File: config.mk
export PLATFORM = sky130hd
export DESIGN_NAME = ci_hist_norm
export DESIGN_NICKNAME = d
export VERILOG_FILES = /design/src/rtl/ci_pkg.sv /design/src/rtl/ci_serial_div.sv /design/src/rtl/ci_hist_norm.sv
export SDC_FILE = /design/constraint.sdc
export NUM_CORES = 1
export LEC_CHECK = 0
export BUFFER_PORTS_ARGS = -buffer_cell sky130_fd_sc_hd__buf_4
export CAP_MARGIN = 20
export CELL_PAD_IN_SITES_DETAIL_PLACEMENT = 1
export CELL_PAD_IN_SITES_GLOBAL_PLACEMENT = 1
export CORE_MARGIN = 2
export CORE_UTILIZATION = 43
export CTS_CLUSTER_SIZE = 16
export DETAILED_ROUTE_END_ITERATION = 8
export GPL_ROUTABILITY_DRIVEN = 1
export PLACE_DENSITY = 0.85
export REMOVE_ABC_BUFFERS = 1
export SETUP_SLACK_MARGIN = 0.4
export SYNTH_ARGS = -nofsm -noshare
export SYNTH_HDL_FRONTEND = slang
export SYNTH_SLANG_ARGS = --single-unit
File: constraint.sdc
create_clock -name i_clk -period 3.2 [get_ports i_clk]
set_input_delay 0.32 -clock i_clk [delete_from_list [all_inputs] [get_ports i_clk]]
set_output_delay 0.32 -clock i_clk [all_outputs]
set_load 0.05 [all_outputs]
File: src/rtl/ci_pkg.sv
// -----------------------------------------------------------------------------
// ci_pkg
// Shared types and constants for the CI histogram normaliser.
//   ci_state_e  : normaliser FSM states (IDLE, DIV, OUT)
//   BIN0 / BIN1 : bin index constants
//   ROUND_BITS  : extra quotient bits computed for rounding
//   DIV_ITERS   : divider iterations for the default 16-bit fraction
//   div_iters() : divider iterations for an arbitrary fraction width
// Configuration macro: CI_NORM_ROUND_EN (defined = round-half-up result,
// undefined = truncated result).
// -----------------------------------------------------------------------------
package ci_pkg;

    typedef enum logic [1:0] {
        IDLE = 2'd0,
        DIV  = 2'd1,
        OUT  = 2'd2
    } ci_state_e;

    localparam logic BIN0 = 1'b0;
    localparam logic BIN1 = 1'b1;

`ifdef CI_NORM_ROUND_EN
    localparam int ROUND_BITS = 1;
`else
    localparam int ROUND_BITS = 0;
`endif

    localparam int FRAC_W_DEF = 16;
    localparam int DIV_ITERS  = FRAC_W_DEF + 1 + ROUND_BITS;

    // Quotient bits needed: integer bit (ratio can be exactly 1.0), the
    // fraction bits, plus one guard bit when rounding.
    function automatic int div_iters(input int frac_w);
        return frac_w + 1 + ROUND_BITS;
    endfunction

endpackage

File: src/rtl/ci_serial_div.sv
// -----------------------------------------------------------------------------
// ci_serial_div
// Serial restoring divider, one quotient bit per clock.
// Computes floor(i_dividend * 2^(Q_W-1) / i_divisor) for
// i_dividend <= i_divisor and i_divisor != 0, so the quotient fits Q_W bits.
// Ports:
//   i_clk, i_rst_n : clock, asynchronous active-low reset
//   i_load         : capture operands and start (restarts a running division)
//   i_dividend     : numerator, NUM_W bits (NUM_W <= DEN_W)
//   i_divisor      : denominator, DEN_W bits
//   o_done         : high during the cycle whose clock edge forms the last bit
//   o_quotient     : quotient including the bit formed this cycle; complete
//                    and valid while o_done is high
// -----------------------------------------------------------------------------
module ci_serial_div #(
    parameter int NUM_W = 24,
    parameter int DEN_W = 25,
    parameter int Q_W   = 17
) (
    input  logic             i_clk,
    input  logic             i_rst_n,
    input  logic             i_load,
    input  logic [NUM_W-1:0] i_dividend,
    input  logic [DEN_W-1:0] i_divisor,
    output logic             o_done,
    output logic [Q_W-1:0]   o_quotient
);

    localparam int CNT_W = (Q_W > 1) ? $clog2(Q_W) : 1;

    logic             run_q;
    logic [CNT_W-1:0] iter_q;
    // Partial remainder stays below 2*divisor, hence one bit wider than it.
    logic [DEN_W:0]   rem_q;
    logic [DEN_W-1:0] den_q;
    logic [Q_W-1:0]   quo_q;

    logic             fits;
    logic [DEN_W:0]   rem_sub;
    logic [DEN_W:0]   rem_nxt;
    logic [Q_W-1:0]   quo_nxt;
    logic             last_iter;

    // Compare-then-shift: the first step yields the integer bit (weight
    // 2^(Q_W-1)) without pre-shifting the numerator.
    always_comb begin
        fits      = (rem_q >= {1'b0, den_q});
        rem_sub   = rem_q - {1'b0, den_q};
        rem_nxt   = fits ? (rem_sub << 1) : (rem_q << 1);
        quo_nxt   = {quo_q[Q_W-2:0], fits};
        last_iter = (iter_q == CNT_W'(Q_W - 1));
    end

    assign o_done     = run_q & last_iter;
    assign o_quotient = quo_nxt;

    always_ff @(posedge i_clk or negedge i_rst_n) begin
        if (!i_rst_n) begin
            run_q  <= 1'b0;
            iter_q <= '0;
        end else if (i_load) begin
            run_q  <= 1'b1;
            iter_q <= '0;
        end else if (run_q) begin
            iter_q <= iter_q + CNT_W'(1);
            if (last_iter) begin
                run_q <= 1'b0;
            end
        end
    end

    always_ff @(posedge i_clk) begin
        if (i_load) begin
            rem_q <= (DEN_W+1)'(i_dividend);
            den_q <= i_divisor;
            quo_q <= '0;
        end else if (run_q) begin
            rem_q <= rem_nxt;
            quo_q <= quo_nxt;
        end
    end

endmodule

File: src/rtl/ci_hist_norm.sv
// -----------------------------------------------------------------------------
// ci_hist_norm
// Normalises the two CI histogram bin counts to fixed-point fractions of
// their total (2^FRAC_W == 1.0) and streams them out as two words.
// Ports:
//   i_clk, i_rst_n     : clock, asynchronous active-low reset
//   i_start            : one-cycle "frame done" pulse, counts stable
//   i_cnt_0, i_cnt_1   : bin counts, WIDTH_DATA bits
//   o_busy             : high from capture until the bin 1 handshake
//   o_valid / i_ready  : output word handshake
//   o_data             : normalised value, FRAC_W+1 bits
//   o_bin              : bin index of o_data
//   o_last             : marks the bin 1 word
// Configuration macro: CI_NORM_ROUND_EN rounds half-up instead of truncating
// (one extra divider iteration).
// -----------------------------------------------------------------------------
module ci_hist_norm
    import ci_pkg::*;
#(
    parameter int WIDTH_DATA = 24,
    parameter int FRAC_W     = 16
) (
    input  logic                  i_clk,
    input  logic                  i_rst_n,
    input  logic                  i_start,
    input  logic [WIDTH_DATA-1:0] i_cnt_0,
    input  logic [WIDTH_DATA-1:0] i_cnt_1,
    output logic                  o_busy,
    output logic                  o_valid,
    input  logic                  i_ready,
    output logic [FRAC_W:0]       o_data,
    output logic                  o_bin,
    output logic                  o_last
);

    localparam int ITERS = div_iters(FRAC_W);
    localparam int TOT_W = WIDTH_DATA + 1;

    ci_state_e             state_q;
    logic                  bin_q;
    logic [WIDTH_DATA-1:0] cnt1_q;
    logic [TOT_W-1:0]      total_q;

    logic [TOT_W-1:0]      total_in;
    logic                  div_load;
    logic [WIDTH_DATA-1:0] div_dividend;
    logic [TOT_W-1:0]      div_divisor;
    logic                  div_done;
    logic [ITERS-1:0]      div_quot;

    // Raw quotient to output word. With rounding the guard bit is added back;
    // the result cannot exceed 2^FRAC_W because an exact 1.0 leaves a zero
    // guard bit.
    function automatic logic [FRAC_W:0] norm_word(input logic [ITERS-1:0] q);
`ifdef CI_NORM_ROUND_EN
        return q[FRAC_W+1:1] + (FRAC_W+1)'(q[0]);
`else
        return q;
`endif
    endfunction

    assign total_in = {1'b0, i_cnt_0} + {1'b0, i_cnt_1};
    assign o_busy   = (state_q != IDLE);

    // Bin 0 divides straight from the inputs on the capture edge; bin 1
    // is loaded on the bin 0 handshake edge from the latched values.
    always_comb begin
        div_load     = 1'b0;
        div_dividend = cnt1_q;
        div_divisor  = total_q;
        if (state_q == IDLE) begin
            div_dividend = i_cnt_0;
            div_divisor  = total_in;
            div_load     = i_start && (total_in != '0);
        end else if (state_q == OUT) begin
            div_load = i_ready && (bin_q == BIN0) && (total_q != '0);
        end
    end

    ci_serial_div #(
        .NUM_W (WIDTH_DATA),
        .DEN_W (TOT_W),
        .Q_W   (ITERS)
    ) u_div (
        .i_clk      (i_clk),
        .i_rst_n    (i_rst_n),
        .i_load     (div_load),
        .i_dividend (div_dividend),
        .i_divisor  (div_divisor),
        .o_done     (div_done),
        .o_quotient (div_quot)
    );

    // Capture registers: only written from IDLE, so a start pulse while busy
    // cannot disturb an ongoing frame.
    always_ff @(posedge i_clk) begin
        if (state_q == IDLE && i_start) begin
            cnt1_q  <= i_cnt_1;
            total_q <= total_in;
        end
    end

    always_ff @(posedge i_clk or negedge i_rst_n) begin
        if (!i_rst_n) begin
            state_q <= IDLE;
            bin_q   <= BIN0;
            o_valid <= 1'b0;
            o_data  <= '0;
            o_bin   <= BIN0;
            o_last  <= 1'b0;
        end else begin
            case (state_q)
                IDLE: begin
                    if (i_start) begin
                        bin_q <= BIN0;
                        if (total_in == '0) begin
                            state_q <= OUT;
                            o_valid <= 1'b1;
                            o_data  <= '0;
                            o_bin   <= BIN0;
                            o_last  <= 1'b0;
                        end else begin
                            state_q <= DIV;
                        end
                    end
                end
                DIV: begin
                    if (div_done) begin
                        state_q <= OUT;
                        o_valid <= 1'b1;
                        o_data  <= norm_word(div_quot);
                        o_bin   <= bin_q;
                        o_last  <= (bin_q == BIN1);
                    end
                end
                OUT: begin
                    if (i_ready) begin
                        o_valid <= 1'b0;
                        if (bin_q == BIN0) begin
                            bin_q <= BIN1;
                            if (total_q == '0) begin
                                // Empty frame: bin 1 word follows immediately.
                                o_valid <= 1'b1;
                                o_data  <= '0;
                                o_bin   <= BIN1;
                                o_last  <= 1'b1;
                            end else begin
                                state_q <= DIV;
                            end
                        end else begin
                            state_q <= IDLE;
                        end
                    end
                end
                default: state_q <= IDLE;
            endcase
        end
    end

endmodule

==> impl_metrics.tcl, run 1 <==
set metrics [dict create \
    dp_hpwl_um 22900 \
    worst_ep_required_time_ns 3.38 \
    p_leak_nw 5.37 \
    max-cap-violations 0 \
    die_x_um 145 \
    grt_usage 0.363 \
    cp-end-kind "flip-flop" \
    path_depth 14 \
    ctsHtreeMaxLevel 4 \
    path_max_fanout 18 \
    worstHoldStart "i_cnt_1[18]" \
    ys_seq_area_frac 0.468 \
    final_antenna_net_count 0 \
    p_switching_mw 7.03 \
    grt_pass1_vias 9084 \
    fin_crit_ns 4.03 \
    antenna_found_initial 1 \
    powerDensity_nw_per_um2 1210 \
    start_util 0.440 \
    final_nets 1190 \
    crit_end "u_div.rem_q[8]" \
    slowest_delay_ns 0.52 \
    drive_above_1_share 0.393 \
    post_drt_via_cell_ratio 6.85 \
    worst_path_max_delay_cell "a221oi_1" \
    hold_depth 1 \
    holdWs_ns 0.0503 \
    final_common_cell "buf_4" \
    grt_max_degree 50 \
    rrSetupSlack_ns -0.59 \
    fin_ws_ns -0.828 \
    vias 9314 \
    clock_latency_ns 0.46 \
    grt-ovfl-total 0 \
    worst-path-buf-inv 4 \
    fin_skew_ns 0.0187 \
    max_freq_ghz 0.248 \
    wire_per_inst_um 33.3 \
    setup_viol 118 \
    p_sw_frac 0.474 \
    cts_tree "yes" \
    syn2layout_area_growth_pct 43.8 \
    status "finished with violations" \
    fin_crit_sh 1.26 \
    r2r_cells 14 \
    max_slew.worst_pin.slew_ns 0.751 \
    crit_path_start "i_cnt_0[18]" \
    reg2reg_from "u_div.den_q[7]" \
    r2r-end "u_div.rem_q[8]" \
    seqPwrFrac 0.236 \
    final_cell_mix "buf_4, edfxtp_1, nor2_1, ha_1, a21oi_1" \
    root_buffer "clkbuf_16" \
    synthArstFlopShare 0.194 \
    cp_common_cell "buf_4" \
    syn_area_um2 8550 \
    violations "setup timing" \
    rows 51 \
    worst-setup-path-type "in -> reg" \
    cts_max_path_buffers 2 \
    core-area_um2 19500 \
    utilization 0.632 \
    postSynthAreaPerCell_um2 10.4 \
    gp_congestion 0.910 \
    maxSlewViolCount 0 \
    path_cells "buf_4 -> ha_1 -> a211oi_1 -> o21ai_0 -> o21ai_0 -> buf_4 -> nor3_1 -> nor4_4 -> nand4b_1 -> nor4_2 -> nand4_1 -> buf_6 -> buf_4 -> a221oi_1" \
    synthCells 820 \
    p_clk_frac 0.148 \
    yosys_warnings 0 \
    hp-class "in -> reg" \
    io_buffers 72 \
    synthFlopType "edfxtp_1" \
    clk_pin_slew_ns 0.08 \
    synth_edf_count 98 \
    relSlewSlack 0.499 \
    diodes 0 \
    peakVddDrop_v 0.000435 \
    cts-buffers-inserted 17 \
    cts_sinks 144 \
    die_h_um 145 \
    synth.ff_latch_count 144 \
    drt-initial-drc-count 1203 \
    internal_power_mw 7.81 \
    ioPinCount 73 \
    rsz0062_at_grt "yes" \
    ys_types 65 \
    hold_viol 0 \
    routed_wl_um 45300 \
    drt_pass1_iterations 7 \
    drc 0 \
    fp.dieArea_um2 21000 \
    crit_family "compound AO/OA/AOI/OAI gates" \
    cp.arrival_ns 4.21 \
    crit_path_start_kind "input port" \
    power.share.combinational 0.616 \
    grt_pass1_wl_um 57900 \
]
==> layout make-up <==
cell class / count / area (um2)
clock buffers: 19 / 455
clock inverters: 13 / 141
fillers: 2018 / 7160
inverters: 51 / 201
multi-input cells: 592 / 4760
flip-flops and latches: 144 / 4000
well taps: 265 / 332
repair buffers: 275 / 2410
==> stage by stage <==
step | instances | power [mW] | instance area (um2) | setup WS (ns) | TNS, ns
5_1_grt | 1359 | 15.2 | 12300 | -0.781 | -65.58
6_report | 1359 | 14.8 | 12300 | -0.828 | -71.06
4_1_cts | 1346 | 12.8 | 11700 | -0.364 | -35.56
3_3_place_gp | 1301 | 9.39 | 10700 | -0.783 | -86.83
2_1_floorplan | 787 | 7.25 | 8400 | -2.05 | -214.33
3_5_place_dp | 1301 | 9.99 | 10700 | -1.02 | -101.95
==> layer usage <==
| layer | share of wire | GRT usage | wire length, um |
|---|---|---|---|
| met2 | 0.46 | 0.629 | 21000 |
| met5 | 0.00022 | 0 | 10 |
| met3 | 0.11 | 0.0701 | 4780 |
| met4 | 0.097 | 0.217 | 4400 |
| met1 | 0.33 | 0.415 | 15100 |
==> registers in the layout, indices dropped and copies added (netlist names), 2 cells and up <==
| register | cells |
|---|---|
| total_q | 25 |
| u_div.quo_q | 16 |
| o_data | 17 |
| u_div.den_q | 25 |
| u_div.rem_q | 26 |
| cnt1_q | 24 |
| u_div.iter_q | 5 |
| state_q | 2 |
==> repair_timing <==
action                                 CTS  global route
setup endpoints to repair              120           122
gates cloned                             3             7
buffers inserted                         9             6
pin swaps                               28            27
hold buffers                             1             0
gates resized for setup                 66            78
endpoints found under the hold margin   28             0
==> power by group through the flow <==
stage	Combinational (mW)	Sequential, mW	Clock (mW)
after floorplan	3.85	3.40	0
after global routing	9.43	3.51	2.23
final	9.14	3.50	2.20
after CTS	7.40	3.35	2.10
after global placement	6.12	3.27	0
after detailed placement	6.66	3.33	0
==> worst min-delay path by stage <==
stage / slack [ns] / to
floorplan: 0.02 / bin_q
global placement: 0.25 / o_data[11]
detailed placement: 0.26 / o_data[10]
CTS: 0.05 / cnt1_q[18]
global route: 0.05 / cnt1_q[18]
finish: 0.05 / cnt1_q[18]
==> cell usage after synthesis, types with 11 or more instances <==
cell type | n | area (um2)
nor2_1 | 114 | 428
edfxtp_1 | 98 | 2940
a21oi_1 | 57 | 285
ha_1 | 55 | 688
inv_1 | 49 | 184
nand2_1 | 32 | 120
dfrtp_1 | 28 | 701
mux2_2 | 26 | 293
o21ai_0 | 26 | 130
a221oi_1 | 25 | 219
mux2i_1 | 25 | 250
xnor2_1 | 24 | 210
clkbuf_1 | 20 | 75.1
dfxtp_1 | 18 | 360
a22o_1 | 17 | 149
xor2_1 | 16 | 140
nand3_1 | 14 | 70.1
nor3_1 | 14 | 70.1
a21o_1 | 13 | 97.6
a31oi_1 | 11 | 68.8
==> cells by family (layout without fill, tap and decap cells) <==
family | after synthesis | count (layout) | share of synthesized area
fa+ha+maj | 57 | 57 | 0.0851
flops | 144 | 144 | 0.468
compound gates | 208 | 208 | 0.172
buf+inv | 84 | 358 | 0.0407
xor+xnor | 40 | 40 | 0.0410
simple gates | 236 | 236 | 0.129
mux | 51 | 51 | 0.0635
No activity file was read; power rests on OpenSTA's default activity.
==> run 2: changes to the inputs <==
--- a/config.mk
+++ b/config.mk
@@ -15,7 +15,6 @@
 export DETAILED_ROUTE_END_ITERATION = 8
 export GPL_ROUTABILITY_DRIVEN = 1
 export PLACE_DENSITY = 0.85
-export REMOVE_ABC_BUFFERS = 1
 export SETUP_SLACK_MARGIN = 0.4
 export SYNTH_ARGS = -nofsm -noshare
 export SYNTH_HDL_FRONTEND = slang
==> run 2 against run 1 <==
  * The run still ends with setup timing left
  * Design area up 2.3%
  * Hold slack worse by 0.011 ns
  * Clock skew is 0.0011 ns higher
  * Via count up 6.0%
  * Wire length rose by 12%
  * Global-route usage increased by 7.3 points
  * Maximum frequency rose by 3.0%
  * Flip-flop and latch count unchanged
  * Critical endpoint is now o_data[12]
  * Clock power is 4% lower
  * Final cell count up 0.96%
  * Sequential share of layout area shrank 0.72 points
==> impl_metrics.tcl, run 2 (synthesized netlist as in run 1, its figures left out) <==
set metrics [dict create \
    status "finished with violations" \
    violations "setup timing" \
    antenna_found_initial 3 \
    reg2reg_from "u_div.den_q[20]" \
    hp-class "in -> reg" \
    drive_above_1_share 0.396 \
    cp.arrival_ns 4.26 \
    crit_path_start "i_cnt_0[0]" \
    die_h_um 145 \
    fin_crit_ns 3.91 \
    worst-path-buf-inv 7 \
    grt_use_met2 0.696 \
    largest_register "u_div.rem_q" \
    fin_ws_ns -0.709 \
    drc 0 \
    rrSetupSlack_ns -0.60 \
    path_cells "buf_8 -> ha_4 -> fa_2 -> a21o_1 -> buf_4 -> a311o_1 -> a31oi_1 -> buf_4 -> xnor2_1 -> nor2_1 -> nand4b_1 -> nor4_2 -> nand4_1 -> buf_6 -> buf_6 -> a21o_4 -> buf_12 -> buf_16 -> a22o_4" \
    reg_top3 "u_div.rem_q (26), total_q (25), u_div.den_q (25)" \
    p_leak_nw 5.45 \
    busiest_layer "met2" \
    finalSetupTns_ns -70.39 \
    worst-setup-path-type "in -> reg" \
    regArea_um2 4000 \
    setup_viol 118 \
    syn_nets 929 \
    rsz0062_at_grt "yes" \
    post-route-cell-area_um2 12600 \
    fillCellCount 1985 \
    maxSlewViolCount 0 \
    grtUsageMet3 0.139 \
    largest_reg_flops 26 \
    path_depth 19 \
    multi_input_area_um2 4860 \
    drt_pass1_iterations 8 \
    slowest_delay_ns 0.40 \
    final_common_cell "buf_4" \
    post_drt_via_cell_ratio 7.20 \
    grt_pass1_vias 9924 \
    cts_tree "yes" \
    gp_congestion 0.908 \
    powerDensity_nw_per_um2 1270 \
    io_buffers 72 \
    core-area_um2 19500 \
    grt_usage 0.436 \
    start_util 0.440 \
    max_slew.worst_pin.slew_ns 0.774 \
    cts-buffers-inserted 17 \
    cp-end-kind "flip-flop" \
    rows 51 \
    use_met1 0.521 \
    die_x_um 145 \
    fin_crit_sh 1.22 \
    worstHoldStart "i_cnt_1[18]" \
    dp_slack_ns -1.01 \
    crit_path_start_kind "input port" \
    ctsHtreeMaxLevel 4 \
    fin_cells 1372 \
    utilization 0.646 \
    path_max_fanout 4 \
    r2r_cells 14 \
    crit_family "compound AO/OA/AOI/OAI gates" \
    grt_max_degree 50 \
    fp.dieArea_um2 21000 \
    drt-initial-drc-count 1482 \
    dpl-instance-area_um2 10700 \
    fin_skew_ns 0.0198 \
    final_cell_mix "buf_4, edfxtp_1, nor2_1, ha_1, inv_1" \
    grt-ovfl-total 0 \
    root_buffer "clkbuf_16" \
    wire_per_inst_um 36.8 \
    final_nets 1202 \
    routed_wl_um 50500 \
    grt_pass1_wl_um 68100 \
    worst_path_max_delay_cell "a311o_1" \
    final_antenna_net_count 0 \
    dpl.cell_count 1298 \
    vias 9873 \
    relSlewSlack 0.484 \
    syn2layout_area_growth_pct 47.1 \
    hold_depth 1 \
    r2r-end "u_div.rem_q[9]" \
    max-cap-violations 0 \
    max_freq_ghz 0.256 \
    worst_ep_required_time_ns 3.55 \
    clock_latency_ns 0.47 \
    hold_viol 0 \
    cts_sinks 144 \
    min_to "cnt1_q[18]" \
    peakVddDrop_v 0.000580 \
    cts_max_path_buffers 2 \
    ioPinCount 73 \
    clk_pin_slew_ns 0.08 \
    dp_hpwl_um 23900 \
]
-- run 2: changes by cell type in the layout (fill, tap and decap cells not counted), sizes merged --
cell    change
buf        +14
bufinv      -1
inv         +2
diode       +1
nand2       +3
clkbuf      -5
bufbuf      -1
-- run 2: layer usage --
| layer | part of all wire | vias to the layer above | routed length [um] |
|---|---|---|---|
| met3 | 0.13 | 425 | 6570 |
| met5 | 0.00026 | - | 13 |
| met1 | 0.34 | 4768 | 17200 |
| met2 | 0.43 | 1053 | 21600 |
| met4 | 0.10 | 2 | 5150 |
| li1 | - | 3625 | - |
-- run 2: layout make-up --
cell class | instances | share of cell area
multi-input combinational | 595 | 0.386
sequential | 144 | 0.318
timing repair buffer | 284 | 0.208
clock buffer | 18 | 0.0349
tap | 265 | 0.0264
inverter | 51 | 0.0163
clock inverter | 14 | 0.00965
antenna | 1 | 0.000199
-- run 2: what timing repair did --
| item | 4_1_cts | 5_1_grt |
|---|---|---|
| gates resized for setup | 122 | 35 |
| endpoints found under the setup margin | 118 | 119 |
| buffers inserted | 21 | 7 |
| pin swaps | 37 | 11 |
| cloned | 11 | 1 |
| hold endpoints to repair | 28 | 0 |
| hold buffers | 1 | 0 |
-- run 2: metrics by stage --
step	hold slack, ns	total power [mW]
after floorplan	0.0244	7.45
after global placement	0.251	9.55
after detailed placement	0.266	10.2
after CTS	0.0534	14.1
after global routing	0.0367	16.1
final	0.0397	15.9
-- run 2: worst max-delay path by stage --
stage                                end  slack [ns]
final                         o_data[12]       -0.71
after detailed placement       o_data[0]       -1.01
after CTS                     o_data[12]       -0.34
after global routing          o_data[12]       -0.82
after global placement        o_data[10]       -0.80
after floorplan           u_div.rem_q[0]       -0.50
-- run 2: report_power, final --
part	total, mW	internal, mW	leakage (nW)	switching [mW]
Sequential	3.56	2.91	1.46	0.650
Combinational	10.3	4.22	3.71	6.05
Clock	2.11	1.04	0.277	1.06
Total	15.9	8.17	5.45	7.76
